<file path="config.mk">
export PLATFORM = sky130hd
export DESIGN_NAME = morph_filter_kxk
export DESIGN_NICKNAME = d
export VERILOG_FILES = /design/src/rtl/morph_pkg.sv /design/src/rtl/morph_line_buffer.sv /design/src/rtl/morph_filter_kxk.sv
export SDC_FILE = /design/constraint.sdc
export NUM_CORES = 1
export LEC_CHECK = 0
export ABC_AREA = 1
export BUFFER_PORTS_ARGS = -buffer_cell sky130_fd_sc_hd__buf_2
export CAP_MARGIN = 25
export CORE_AREA = 5 5 259 261
export DETAILED_ROUTE_END_ITERATION = 12
export DIE_AREA = 0 0 264 266
export PLACE_DENSITY = 0.83
export SLEW_MARGIN = 20
export SYNTH_ARGS = -nofsm -noshare
export SYNTH_HDL_FRONTEND = slang
export SYNTH_HIERARCHICAL = 1
export SYNTH_SLANG_ARGS = --single-unit
</file>
<file path="constraint.sdc">
create_clock -name clk -period 68.2 [get_ports clk]
set_input_delay 6.82 -clock clk [delete_from_list [all_inputs] [get_ports clk]]
set_output_delay 6.82 -clock clk [all_outputs]
set_load 0.02 [all_outputs]
</file>
<file path="src/rtl/morph_pkg.sv">
// Shared definitions for the streaming binary morphology filter:
// mode encoding, FSM states and the per-mode neutral pad value.
package morph_pkg;

  localparam logic MODE_ERODE  = 1'b0;
  localparam logic MODE_DILATE = 1'b1;

  typedef enum logic [1:0] {
    IDLE  = 2'd0,
    RUN   = 2'd1,
    FLUSH = 2'd2
  } state_t;

  // Neutral element of the window reduction: 1 for AND (erode), 0 for OR (dilate)
  function automatic logic pad_value(input logic mode);
    return (mode == MODE_ERODE);
  endfunction

endpackage

</file>
<file path="src/rtl/morph_line_buffer.sv">
// Cascade of LINES shift-register line delays of DEPTH bits each.
// o_taps[0] is the incoming pixel, o_taps[j] the pixel j lines earlier.
module morph_line_buffer
  import morph_pkg::*;
#(
  parameter int DEPTH = 640,
  parameter int LINES = 2
) (
  input  logic           clk,
  input  logic           i_shift,
  input  logic           i_pixel,
  output logic [LINES:0] o_taps
);

  logic [DEPTH-1:0] r_line [LINES];

  always_ff @(posedge clk) begin
    if (i_shift) begin
      r_line[0] <= {r_line[0][DEPTH-2:0], i_pixel};
      for (int j = 1; j < LINES; j++) begin
        r_line[j] <= {r_line[j][DEPTH-2:0], r_line[j-1][DEPTH-1]};
      end
    end
  end

  always_comb begin
    o_taps[0] = i_pixel;
    for (int j = 0; j < LINES; j++) begin
      o_taps[j+1] = r_line[j][DEPTH-1];
    end
  end

endmodule

</file>
<file path="src/rtl/morph_filter_kxk.sv">
// KxK binary erosion/dilation on a raster pixel stream with neutral border
// padding, per-frame mode, end-of-frame flush and early-restart detection.
module morph_filter_kxk
  import morph_pkg::*;
#(
  parameter int IMG_WIDTH  = 640,
  parameter int IMG_HEIGHT = 480,
  parameter int K          = 3,
  parameter int COL_W      = 10,
  parameter int ROW_W      = 9
) (
  input  logic clk,
  input  logic rst,
  input  logic i_mode,
  input  logic i_pixel,
  input  logic i_valid,
  input  logic i_sof,
  output logic o_ready,
  output logic o_pixel,
  output logic o_valid,
  output logic o_sof,
  output logic o_eof,
  output logic o_frame_err
);

  localparam int R  = (K - 1) / 2;
  // Flush positions run R rows past the frame, so the row counter needs one extra bit
  localparam int RW = ROW_W + 1;

  generate
    if (K < 3 || K > 7 || (K % 2) == 0 || IMG_WIDTH < K || IMG_HEIGHT < K) begin : g_bad_param
      $error("morph_filter_kxk: K must be odd in 3..7 and not exceed the image size");
    end
  endgenerate

  state_t           r_state, w_state_nxt;
  logic             r_mode, w_mode;
  logic [COL_W-1:0] r_in_col, w_pos_col;
  logic [RW-1:0]    r_in_row, w_pos_row;
  logic             w_acc, w_sof_acc, w_adv, w_restart, w_pix_in;
  logic [K-1:0]     w_taps;
  logic [K-1:0]     r_win [K];
  logic [K-1:0]     w_win_nxt [K];
  int               w_ctr_col, w_ctr_row;
  logic             w_ctr_in, w_ctr_first, w_ctr_last;
  logic             w_tap, w_and, w_or, w_red;
  logic             r_pix_p1, r_vld_p1, r_sof_p1, r_eof_p1, r_err_p1;

  assign o_ready   = (r_state != FLUSH);
  assign w_acc     = i_valid & o_ready;
  assign w_sof_acc = w_acc & i_sof;

  always_ff @(posedge clk) begin
    if (rst) r_state <= IDLE;
    else     r_state <= w_state_nxt;
  end

  // w_pos_* is the raster position of the pixel entering the window this cycle
  always_comb begin
    w_state_nxt = r_state;
    w_adv       = 1'b0;
    w_restart   = 1'b0;
    w_pix_in    = pad_value(r_mode);
    w_mode      = r_mode;
    w_pos_col   = r_in_col;
    w_pos_row   = r_in_row;
    case (r_state)
      IDLE: begin
        if (w_sof_acc) begin
          w_adv       = 1'b1;
          w_pix_in    = i_pixel;
          w_mode      = i_mode;
          w_pos_col   = '0;
          w_pos_row   = '0;
          w_state_nxt = RUN;
        end
      end
      RUN: begin
        if (w_acc) begin
          w_adv    = 1'b1;
          w_pix_in = i_pixel;
          if (i_sof) begin
            w_restart = 1'b1;
            w_mode    = i_mode;
            w_pos_col = '0;
            w_pos_row = '0;
          end else if (r_in_row == RW'(IMG_HEIGHT - 1) && r_in_col == COL_W'(IMG_WIDTH - 1)) begin
            w_state_nxt = FLUSH;
          end
        end
      end
      FLUSH: begin
        w_adv = 1'b1;
        // This pad position centres the window on the last frame pixel
        if (r_in_row == RW'(IMG_HEIGHT + R) && r_in_col == COL_W'(R - 1)) begin
          w_state_nxt = IDLE;
        end
      end
      default: w_state_nxt = IDLE;
    endcase
  end

  always_ff @(posedge clk) begin
    if (rst) begin
      r_in_col <= '0;
      r_in_row <= '0;
      r_mode   <= MODE_ERODE;
    end else if (w_adv) begin
      r_mode <= w_mode;
      if (w_pos_col == COL_W'(IMG_WIDTH - 1)) begin
        r_in_col <= '0;
        r_in_row <= w_pos_row + 1'b1;
      end else begin
        r_in_col <= w_pos_col + 1'b1;
        r_in_row <= w_pos_row;
      end
    end
  end

  always_comb begin
    if (int'(w_pos_col) >= R) begin
      w_ctr_col = int'(w_pos_col) - R;
      w_ctr_row = int'(w_pos_row) - R;
    end else begin
      w_ctr_col = int'(w_pos_col) + IMG_WIDTH - R;
      w_ctr_row = int'(w_pos_row) - R - 1;
    end
    w_ctr_in    = (w_ctr_row >= 0) && (w_ctr_row < IMG_HEIGHT);
    w_ctr_first = (w_ctr_row == 0) && (w_ctr_col == 0);
    w_ctr_last  = (w_ctr_row == IMG_HEIGHT - 1) && (w_ctr_col == IMG_WIDTH - 1);
  end

  morph_line_buffer #(
    .DEPTH (IMG_WIDTH),
    .LINES (K - 1)
  ) u_line_buffer (
    .clk     (clk),
    .i_shift (w_adv),
    .i_pixel (w_pix_in),
    .o_taps  (w_taps)
  );

  // Stage p0: shifted window; out-of-frame taps (incl. line wrap) become neutral
  always_comb begin
    w_tap = 1'b0;
    w_and = 1'b1;
    w_or  = 1'b0;
    for (int r = 0; r < K; r++) begin
      w_win_nxt[r] = {w_taps[K-1-r], r_win[r][K-1:1]};
      for (int c = 0; c < K; c++) begin
        if ((w_ctr_row + r - R >= 0) && (w_ctr_row + r - R < IMG_HEIGHT) &&
            (w_ctr_col + c - R >= 0) && (w_ctr_col + c - R < IMG_WIDTH)) begin
          w_tap = w_win_nxt[r][c];
        end else begin
          w_tap = pad_value(w_mode);
        end
        w_and = w_and & w_tap;
        w_or  = w_or | w_tap;
      end
    end
    w_red = (w_mode == MODE_DILATE) ? w_or : w_and;
  end

  always_ff @(posedge clk) begin
    if (w_adv) begin
      for (int r = 0; r < K; r++) begin
        r_win[r] <= w_win_nxt[r];
      end
    end
  end

  // Stage p1: registered outputs
  always_ff @(posedge clk) begin
    if (rst) begin
      r_pix_p1 <= 1'b0;
      r_vld_p1 <= 1'b0;
      r_sof_p1 <= 1'b0;
      r_eof_p1 <= 1'b0;
      r_err_p1 <= 1'b0;
    end else begin
      r_vld_p1 <= w_adv & w_ctr_in;
      r_sof_p1 <= w_adv & w_ctr_first;
      r_eof_p1 <= w_adv & w_ctr_last;
      r_err_p1 <= w_restart;
      if (w_adv & w_ctr_in) r_pix_p1 <= w_red;
    end
  end

  assign o_pixel     = r_pix_p1;
  assign o_valid     = r_vld_p1;
  assign o_sof       = r_sof_p1;
  assign o_eof       = r_eof_p1;
  assign o_frame_err = r_err_p1;

endmodule
</file>
# == Yosys cells after proc, flatten, opt, wreduce, memory -nomap -nowiden ==
# Memories as Yosys holds them, arrays and structs flattened.
# Cells that the tools add are included.
# word_totals
wordCells,155
register_bits,28
out_inout_bits,6
ram_bits,1289
memories,2
input_bits,6
# op_classes
muxes,41
eq_ne,14
bitwise_logic,25
n_reduce_logical,32
n_addsub,17
order_cmp,15
# mem_list
memory,depth,width,read_ports,rd_ports_with_merged_regs,wr,line,rtl
u_line_buffer.r_line,2,640,2,0,2,morph_line_buffer.sv:15,logic [DEPTH-1:0] r_line [LINES];
r_win,3,3,3,0,3,morph_filter_kxk.sv:42,logic [K-1:0] r_win [K];
# op_table
operator,count
$ge A32 B1 Y1 const B,7
$sub A32 B2 Y32 const B,6
$lt A32 B10 Y1 const B,4
$lt A32 B11 Y1 const B,3
$mux W10,8
$add A32 B2 Y32 const B,2
$add A32 B3 Y32 const B,2
$logic_not A32 Y1,2
$mux W32,2
$pmux W10 S2,2
$eq A32 B10 Y1 const B,1
$eq A32 B11 Y1 const B,1
$logic_and A1 B1 Y1,26
$sub A10 B1 Y11 const B,2
$add A10 B1 Y10 const B,2
$eq A10 B10 Y1 const B,2
$eq A10 B9 Y1 const B,2
$mux W1,20
$and A1 B1 Y1,13
$ne A2 B2 Y1 const B,6
$sub A11 B1 Y12 const B,1
$sub A11 B2 Y12 const B,1
$add A10 B10 Y11 const B,1
$ge A10 B1 Y1 const B,1
other kinds (12),27

# == Longest topological paths before layout ==
# Gate-level depths: netlist (run 1).
# depth
ltp_word,23
mapped_depth,38
mapped_depth_nobuf,35

# == By module ==
# Netlist (run 1), hierarchy kept.
# by_module_without_submodules
module,cells_per_inst,seq_area_each_um2,area_each_um2,instances
morph_line_buffer,1283,38436.9,38459.4,1
morph_filter_kxk,678,740.7,4130.2,1

# == Worst setup path after synthesis (run 1) ==
# OpenSTA, ideal clock, no wires.
# synth_timing
path_type,input to register
from,in i_valid
to,mem r_win[0][1] (enable)
required_ps,58372
cell_stages,7
n_path_buf,3
setup_time_ps,9828
t_arrival_ps,30837
setup_slack_ps,27536
path_cell_list,nand3_4 > buf_6 > buf_6 > buf_6 > nand2_1 > nor2_1 > clkinv_1
# synth_rtl
element,line,rtl
"start, declared",morph_filter_kxk.sv:16,"input logic i_valid,"
"end, declared",morph_filter_kxk.sv:42,

# == Worst setup path in the final report (run 1) ==
# layout_timing
from,in i_sof
to,"reg r_pix_p1, in the netlist o_pixel"
# layout_via
elab_chain_len,21
word_cells_on_any_way,99
classes_between,add/sub: 15; order compare: 15; mux: 28; bitwise: 19; reduce/logical: 22
# layout_rtl
element,line,rtl
"start, declared",morph_filter_kxk.sv:17,"input logic i_sof,"
$mux W10 or $and A1 B1 Y1 (tied branches),"morph_filter_kxk.sv:82, morph_filter_kxk.sv:51",
$mux W10 (on tied branches),"morph_filter_kxk.sv:79, morph_filter_kxk.sv:69",
$pmux W10 S2,morph_filter_kxk.sv:67,case (r_state)
$add A10 B10 Y11 or $sub A10 B1 Y11 (tied branches),"morph_filter_kxk.sv:125, morph_filter_kxk.sv:123, morph_filter_kxk.sv:126",
$sub A11 B1 Y12 or $sub A11 B2 Y12 (tied branches),"morph_filter_kxk.sv:125, morph_filter_kxk.sv:126",
$mux W32,morph_filter_kxk.sv:121,if (int'(w_pos_col) >= R) begin
$add A32 B2 Y32 or $sub A32 B2 Y32 (tied branches),"morph_filter_kxk.sv:152, morph_filter_kxk.sv:151",
"$sub A32 B2 Y32, or another cell as far along",morph_filter_kxk.sv:152,(w_ctr_col + c - R >= 0) && (w_ctr_col + c - R < IMG_WIDTH)) begin
$ge A32 B1 Y1 or $logic_and A1 B1 Y1 (tied branches),"morph_filter_kxk.sv:152, morph_filter_kxk.sv:151",
$logic_and A1 B1 Y1,morph_filter_kxk.sv:151,if ((w_ctr_row + r - R >= 0) && (w_ctr_row + r - R < IMG_HEIGHT) &&
$logic_and A1 B1 Y1,morph_filter_kxk.sv:152,
$mux W1,morph_filter_kxk.sv:151,
$and A1 B1 Y1 or $or A1 B1 Y1 (tied branches) (8 in series),"morph_filter_kxk.sv:157, morph_filter_kxk.sv:158",
$mux W1,morph_filter_kxk.sv:161,w_red = (w_mode == MODE_DILATE) ? w_or : w_and;
"end signal, assigned",morph_filter_kxk.sv:185,if (w_adv & w_ctr_in) r_pix_p1 <= w_red;
"end, declared",morph_filter_kxk.sv:47,"logic r_pix_p1, r_vld_p1, r_sof_p1, r_eof_p1, r_err_p1;"
# Several ways; a longest one is shown, not always the timed one.
# A chain may end at the register's enable or synchronous reset.

==> results of run 1 <==
stage by stage:
step	setup slack, ps	hold WS, ps
floorplan	27540	400
global placement	56190	401
detailed placement	55890	405
CTS	56620	397
global route	55970	410
finish	56490	405
cell usage after synthesis (13+ instances only):
cell type | instances | share of area
a21oi_1 | 25 | 0.0029
o21ai_0 | 20 | 0.0024
nand3_1 | 69 | 0.0081
dfxtp_1 | 28 | 0.013
ha_1 | 35 | 0.010
nor2_1 | 72 | 0.0063
nand2_1 | 196 | 0.017
nor3_1 | 21 | 0.0025
nand2_2 | 13 | 0.0019
edfxtp_1 | 1286 | 0.91
inv_1 | 73 | 0.0064
nand4_1 | 26 | 0.0038
routing by layer:
layer,GRT usage,vias up,part of all wire,wire [um]
met3,0.0280,101,0.044,3050
met1,0.285,8801,0.46,31400
li1,-,7773,-,-
met5,0,-,0,0
met2,0.301,515,0.48,33000
met4,0.0497,0,0.018,1270
cell families after synthesis:
group,Yosys count
AND/OR/NAND/NOR,442
flip-flops,1314
adder cells (fa/ha/maj),35
XOR/XNOR,3
buffers and inverters,95
AO/OA/AOI/OAI,72
power groups by stage:
stage / Clock, W / Sequential (W) / Combinational (W)
4_1_cts: 0.000637 / 0.000904 / 0.0000571
2_1_floorplan: 0 / 0.00103 / 0.0000425
5_1_grt: 0.000680 / 0.000903 / 0.0000654
3_5_place_dp: 0 / 0.000922 / 0.0000574
6_report: 0.000625 / 0.000903 / 0.0000592
3_3_place_gp: 0 / 0.000922 / 0.0000536
area by class of cell:
class | count | share of cell area
clock buffer | 138 | 0.0630
timing repair buffer | 26 | 0.00694
clock inverter | 71 | 0.0111
sequential | 1314 | 0.826
inverter | 83 | 0.00673
tap | 855 | 0.0226
multi-input combinational | 552 | 0.0635
flip-flops by register name (all words and copies together) (netlist names):
name	cells
r_in_col	10
o_eof	1
o_pixel	1
r_state	2
r_in_row	10
o_sof	1
o_frame_err	1
u_line_buffer/r_line	1280
r_win	6
o_valid	1
r_mode	1
worst min path at each step:
stage                                                  startpoint  depth (start not counted)  slack, ps                                 endpoint
final                     u_line_buffer/r_line[0][1172]$_DFFE_PP_                          0        410  u_line_buffer/r_line[0][1173]$_DFFE_PP_
after global routing      u_line_buffer/r_line[0][1157]$_DFFE_PP_                          0        410  u_line_buffer/r_line[0][1158]$_DFFE_PP_
after CTS                   u_line_buffer/r_line[0][52]$_DFFE_PP_                          0        400    u_line_buffer/r_line[0][53]$_DFFE_PP_
after detailed placement   u_line_buffer/r_line[0][100]$_DFFE_PP_                          0        400   u_line_buffer/r_line[0][101]$_DFFE_PP_
after global placement     u_line_buffer/r_line[0][942]$_DFFE_PP_                          0        400   u_line_buffer/r_line[0][943]$_DFFE_PP_
after floorplan            u_line_buffer/r_line[0][999]$_DFFE_PP_                          0        400  u_line_buffer/r_line[0][1000]$_DFFE_PP_
==> metrics.yaml, run 1 <==
most_frequent_cells_in_the_layout: "edfxtp_1 (1286), nand2_1 (196), clkbuf_16 (116)"
hold_path.class: "flop to flop"
net-switching-power_w: 0.000337
synth_compound_gate_area_share: 0.0104
setup_total_negative_slack_ps: 0
rr_worst_depth: 33
initial_antenna_violation_count: 1
comb_power_share: 0.037
detailed_place.area_um2: 43800
ctsLongestPathBuffers: 3
hold_buf_cts: 0
insertedDiodeCount: 0
endpoint_kind: "flop"
run_status: "finished, final reports clean"
timing_hold_violations_final: 0
grt_overflow: 0
crit_cells: 33
timing.critical_path.from_type: "input port"
synth_seq_cells: 1314
proportion_of_synthesized_flip_flops_having_asynchronous_set_or_reset: 0
synth.yosys.seq_area_share: 0.920
post-dp-hpwl_mm: 28.1
grt_first_pass_wirelength_mm: 102
cts_num_sinks: 1314
post_cts_buffers: 0
fin_crit_sh: 0.172
finClkSkew_ps: 24.2
design.final.nets: 2133
xor_xnor_portion_of_the_synthesized_cell_area: 0.000617
die_area_um2: 70200
cp.buffers_inverters: 4
synth_edf_count: 1286
filler_cells_inserted: 3530
slowest_stage: "nand2_1"
core-area_um2: 64200
timing.rr.start: "r_state[1]$_SDFFE_PP0P_"
power.internal_w: 0.00125
most_common_library_cell_in_the_layout_ignoring_fill_and_taps: "edfxtp_1"
die_h_um: 266
grt_max_degree: 233
clkSlewWorstSetupHoldPaths_ps: 70
required_ps: 68800
drcViolationCount: 0
grt_pass1_vias: 16800
cts_buffer_count: 115
drive_above_1_share: 0.112
portBuffers: 11
timing.critical_path.mode_cell: "nand2_1"
place.detailed.instances: 2825
final-max-slew-violation-count: 0
nets_in_the_synthesized_netlist: 2002
post_cts.resized_instances: 0
core.rowCount: 93
chip_width_um: 264
layout.area.seq_um2: 39200
wire_per_inst_um: 22.6
power.share.switching: 0.212
yosysWarningCount: 6
grtUsageTotal: 0.189
drt-pass1-iter-count: 7
synth-simple-area-share: 0.0494
power.density_cell_area_nw_per_um2: 33.5
cts_htree_levels: 3
final_core_util: 0.738
initial_utilization: 0.663
multiInputGateArea_um2: 3010
antenna_nets_post_route: 0
synthDistinctLibCells: 48
cap_violations: 0
power.clock.fraction: 0.394
gp_routability_congestion: 0.887
cp_max_fo: 46
detail_route.iter0.violations: 1671
synth.avg_cell_area_um2: 21.7
syn_area_um2: 42600
reg2reg_slack_ps: 62400
muxShareOfSynthArea: 0
critical_path.reg2reg.endpoint: "o_pixel$_SDFFE_PP0P_"
timing.critical_path.from: "i_sof"
critical_path.top_delay_family: "simple AND/OR/NAND/NOR gates"
tightestPinTransition_ps: 1060
tritoncts: "done"
overall_via_count_from_detail_route: 17200
combinational_family_with_the_most_area_after_synthesis: "simple AND/OR/NAND/NOR gates"
crit_end: "o_pixel$_SDFFE_PP0P_"
critical_path.max_stage_delay_ps: 530
critical_path_class: "input port to flop"
cts_root_buffer: "clkbuf_16"
clkLatencyLatePin_ps: 660
vdd_drop_max_mv: 0.0249
final_area_um2: 47400
power_leakage_nw: 12.2
unrepaired_setup_endpoints_after_global_routing: "false"
synth_cells: 1961
number_of_top_level_pins: 12
finalWirelength_mm: 68.7
layout.cells.non_filler: 3039
setup_viol: 0
ys_dominant_reg_cell: "edfxtp_1"
p_seq_frac: 0.569
layout_min_cycle_time_ps: 11710
post_drt_via_cell_ratio: 5.66
totalPowerFinal_w: 0.00159
timing.fmax_ghz: 0.0854
timing.critical_path.arrival_ps: 12300
timing.max_slew.rel_slack: 0.290
synthToLayoutAreaGrowth_pct: 11.3
synth-adder-area-share: 0.0103
No activity file was read; power rests on OpenSTA's default activity.
==> run 2: changes to the inputs <==
--- a/config.mk
+++ b/config.mk
@@ -8,10 +8,10 @@
 export ABC_AREA = 1
 export BUFFER_PORTS_ARGS = -buffer_cell sky130_fd_sc_hd__buf_2
 export CAP_MARGIN = 25
-export CORE_AREA = 5 5 259 261
+export CORE_AREA = 5 5 269 271
 export DETAILED_ROUTE_END_ITERATION = 12
-export DIE_AREA = 0 0 264 266
-export PLACE_DENSITY = 0.83
+export DIE_AREA = 0 0 274 276
+export PLACE_DENSITY = 0.77
 export SLEW_MARGIN = 20
 export SYNTH_ARGS = -nofsm -noshare
 export SYNTH_HDL_FRONTEND = slang
==> constraint.sdc (replaced) <==
create_clock -name clk -period 12.2 [get_ports clk]
set_input_delay 1.22 -clock clk [delete_from_list [all_inputs] [get_ports clk]]
set_output_delay 1.22 -clock clk [all_outputs]
set_load 0.02 [all_outputs]
==> run 2 against run 1 <==
Effect of this change:
- clock-buffer cell count down 4
- wire length decreased by 5.8%
- via count shrank 1.6%
- die area rose by 7.7%
- sequential power grew to 5.6 times the previous value
- flip-flop and latch count stayed put
- combinational power rose to 5.5 times the previous value
- register-to-register slack got worse by 56000 ps
- critical path type unchanged
- highest routed layer unchanged
==> metrics.yaml, run 2 (synthesized netlist as in run 1, its figures left out) <==
unrepaired_setup_endpoints_after_global_routing: "false"
gp_routability_congestion: 0.804
wire_per_inst_um: 20.7
min-delay-start: "u_line_buffer/r_line[0][960]$_DFFE_PP_"
place.detailed.instances: 2913
top_reg_by_flops: "u_line_buffer/r_line"
power_leakage_nw: 12.4
timing.fmax_ghz: 0.165
filler_cells_inserted: 4101
setup_total_negative_slack_ps: 0
grt_pass1_vias: 17100
net-switching-power_w: 0.00193
endpoint_kind: "flop"
grt_overflow: 0
core-area_um2: 69500
design.final.nets: 2137
comb_power_share: 0.036
post_cts.resized_instances: 0
layout.area.seq_um2: 39200
initial_antenna_violation_count: 0
core.rowCount: 97
die_area_um2: 75600
grt_first_pass_wirelength_mm: 99.3
timing.critical_path.from_type: "input port"
cts_htree_levels: 3
drive_above_1_share: 0.122
vdd_drop_max_mv: 0.135
hold_path.class: "flop to flop"
timing.max_slew.rel_slack: 0.274
timing.critical_path.from: "i_sof"
ctsLongestPathBuffers: 3
clkLatencyLatePin_ps: 680
synthToLayoutAreaGrowth_pct: 12.5
drt-pass1-iter-count: 5
finClkSkew_ps: 53.1
overall_via_count_from_detail_route: 16900
power.internal_w: 0.00718
hold_buf_cts: 0
p_seq_frac: 0.554
power.share.switching: 0.212
timing.rr.start: "r_state[1]$_SDFFE_PP0P_"
detail_route.iter0.violations: 1607
setup_viol: 0
layout_min_cycle_time_ps: 6050
grt_max_degree: 228
final-max-slew-violation-count: 0
fin_crit_sh: 0.496
chip_width_um: 274
post-dp-hpwl_mm: 26.2
die_h_um: 276
tritoncts: "done"
cts_root_buffer: "clkbuf_16"
largest_reg_flops: 1280
clkSlewWorstSetupHoldPaths_ps: 70
tightestPinTransition_ps: 1090
power.clock.fraction: 0.410
timing_hold_violations_final: 0
number_of_top_level_pins: 12
critical_path_class: "input port to flop"
top_regs: "u_line_buffer/r_line (1280), r_in_col (10), r_in_row (10)"
post_cts_buffers: 0
antenna_nets_post_route: 0
drcViolationCount: 0
cp_max_fo: 46
insertedDiodeCount: 0
most_common_library_cell_in_the_layout_ignoring_fill_and_taps: "edfxtp_1"
timing.critical_path.arrival_ps: 6610
power.density_cell_area_nw_per_um2: 190
portBuffers: 11
run_status: "finished, final reports clean"
timing.critical_path.mode_cell: "nand2_1"
required_ps: 12760
grtUsageTotal: 0.168
slowest_stage: "nand2_1"
cts_num_sinks: 1314
post_drt_via_cell_ratio: 5.40
layout.cells.non_filler: 3133
multiInputGateArea_um2: 3010
initial_utilization: 0.612
cts_buffer_count: 118
most_frequent_cells_in_the_layout: "edfxtp_1 (1286), nand2_1 (196), clkbuf_16 (118)"
critical_path.max_stage_delay_ps: 540
finalWirelength_mm: 64.7
cap_violations: 0
-- run 2: cell count changes in the layout (fill, tap and decap cells not counted), sizes merged --
cell      change
bufinv        +7
clkinvlp      +7
clkbuf        -4
clkinv        -2
buf           +1
-- run 2: cell type report --
class                           instances  area share
Inverter                               83     0.00705
Tap cell                              940      0.0246
Clock buffer                          134      0.0629
Sequential cell                      1314       0.818
Timing Repair Buffer                   27     0.00583
Multi-Input combinational cell        552      0.0628
Clock inverter                         83      0.0188
-- run 2: routing by layer --
| layer | wire [um] | global-route usage |
|---|---|---|
| met3 | 2430 | 0.0303 |
| met4 | 1110 | 0.0415 |
| met5 | 0 | 0 |
| met1 | 29800 | 0.253 |
| met2 | 31400 | 0.262 |
-- run 2: stage by stage --
stage          hold WS, ps  worst slack (ps)   util  area (um2)  total power [W]
2_1_floorplan          400              1760      -       42600          0.00555
3_3_place_gp           403              5670  0.631       43900          0.00545
3_5_place_dp           405              5510  0.631       43900          0.00547
4_1_cts                368              6230  0.687       47800          0.00922
5_1_grt                378              5560  0.689       47900          0.00948
6_report               373              6150  0.689       47900          0.00912
-- run 2: worst max-delay path, delay by kind of cell --
kind / cells / cell delay (ps)
compound gates: 2 / 260
fa+ha+maj: 2 / 690
buf+inv: 3 / 640
simple gates: 23 / 3800
-- run 2: path summary, 6_finish.rpt --
path	endpoint	slack (ps)	depth (start not counted)
worst min-delay path	u_line_buffer/r_line[0][961]$_DFFE_PP_	370	0
worst max-delay path	o_pixel$_SDFFE_PP0P_	6150	30
worst min register to register	u_line_buffer/r_line[0][961]$_DFFE_PP_	370	0
worst max register to register	o_pixel$_SDFFE_PP0P_	6430	30
-- run 2: power by group through the flow --
stage | Combinational (W) | Clock [W] | Sequential, W
after CTS | 0.000321 | 0.00384 | 0.00505
after floorplan | 0.000236 | 0 | 0.00531
final | 0.000326 | 0.00374 | 0.00505
after global placement | 0.000299 | 0 | 0.00515
after global routing | 0.000360 | 0.00407 | 0.00505
after detailed placement | 0.000322 | 0 | 0.00515
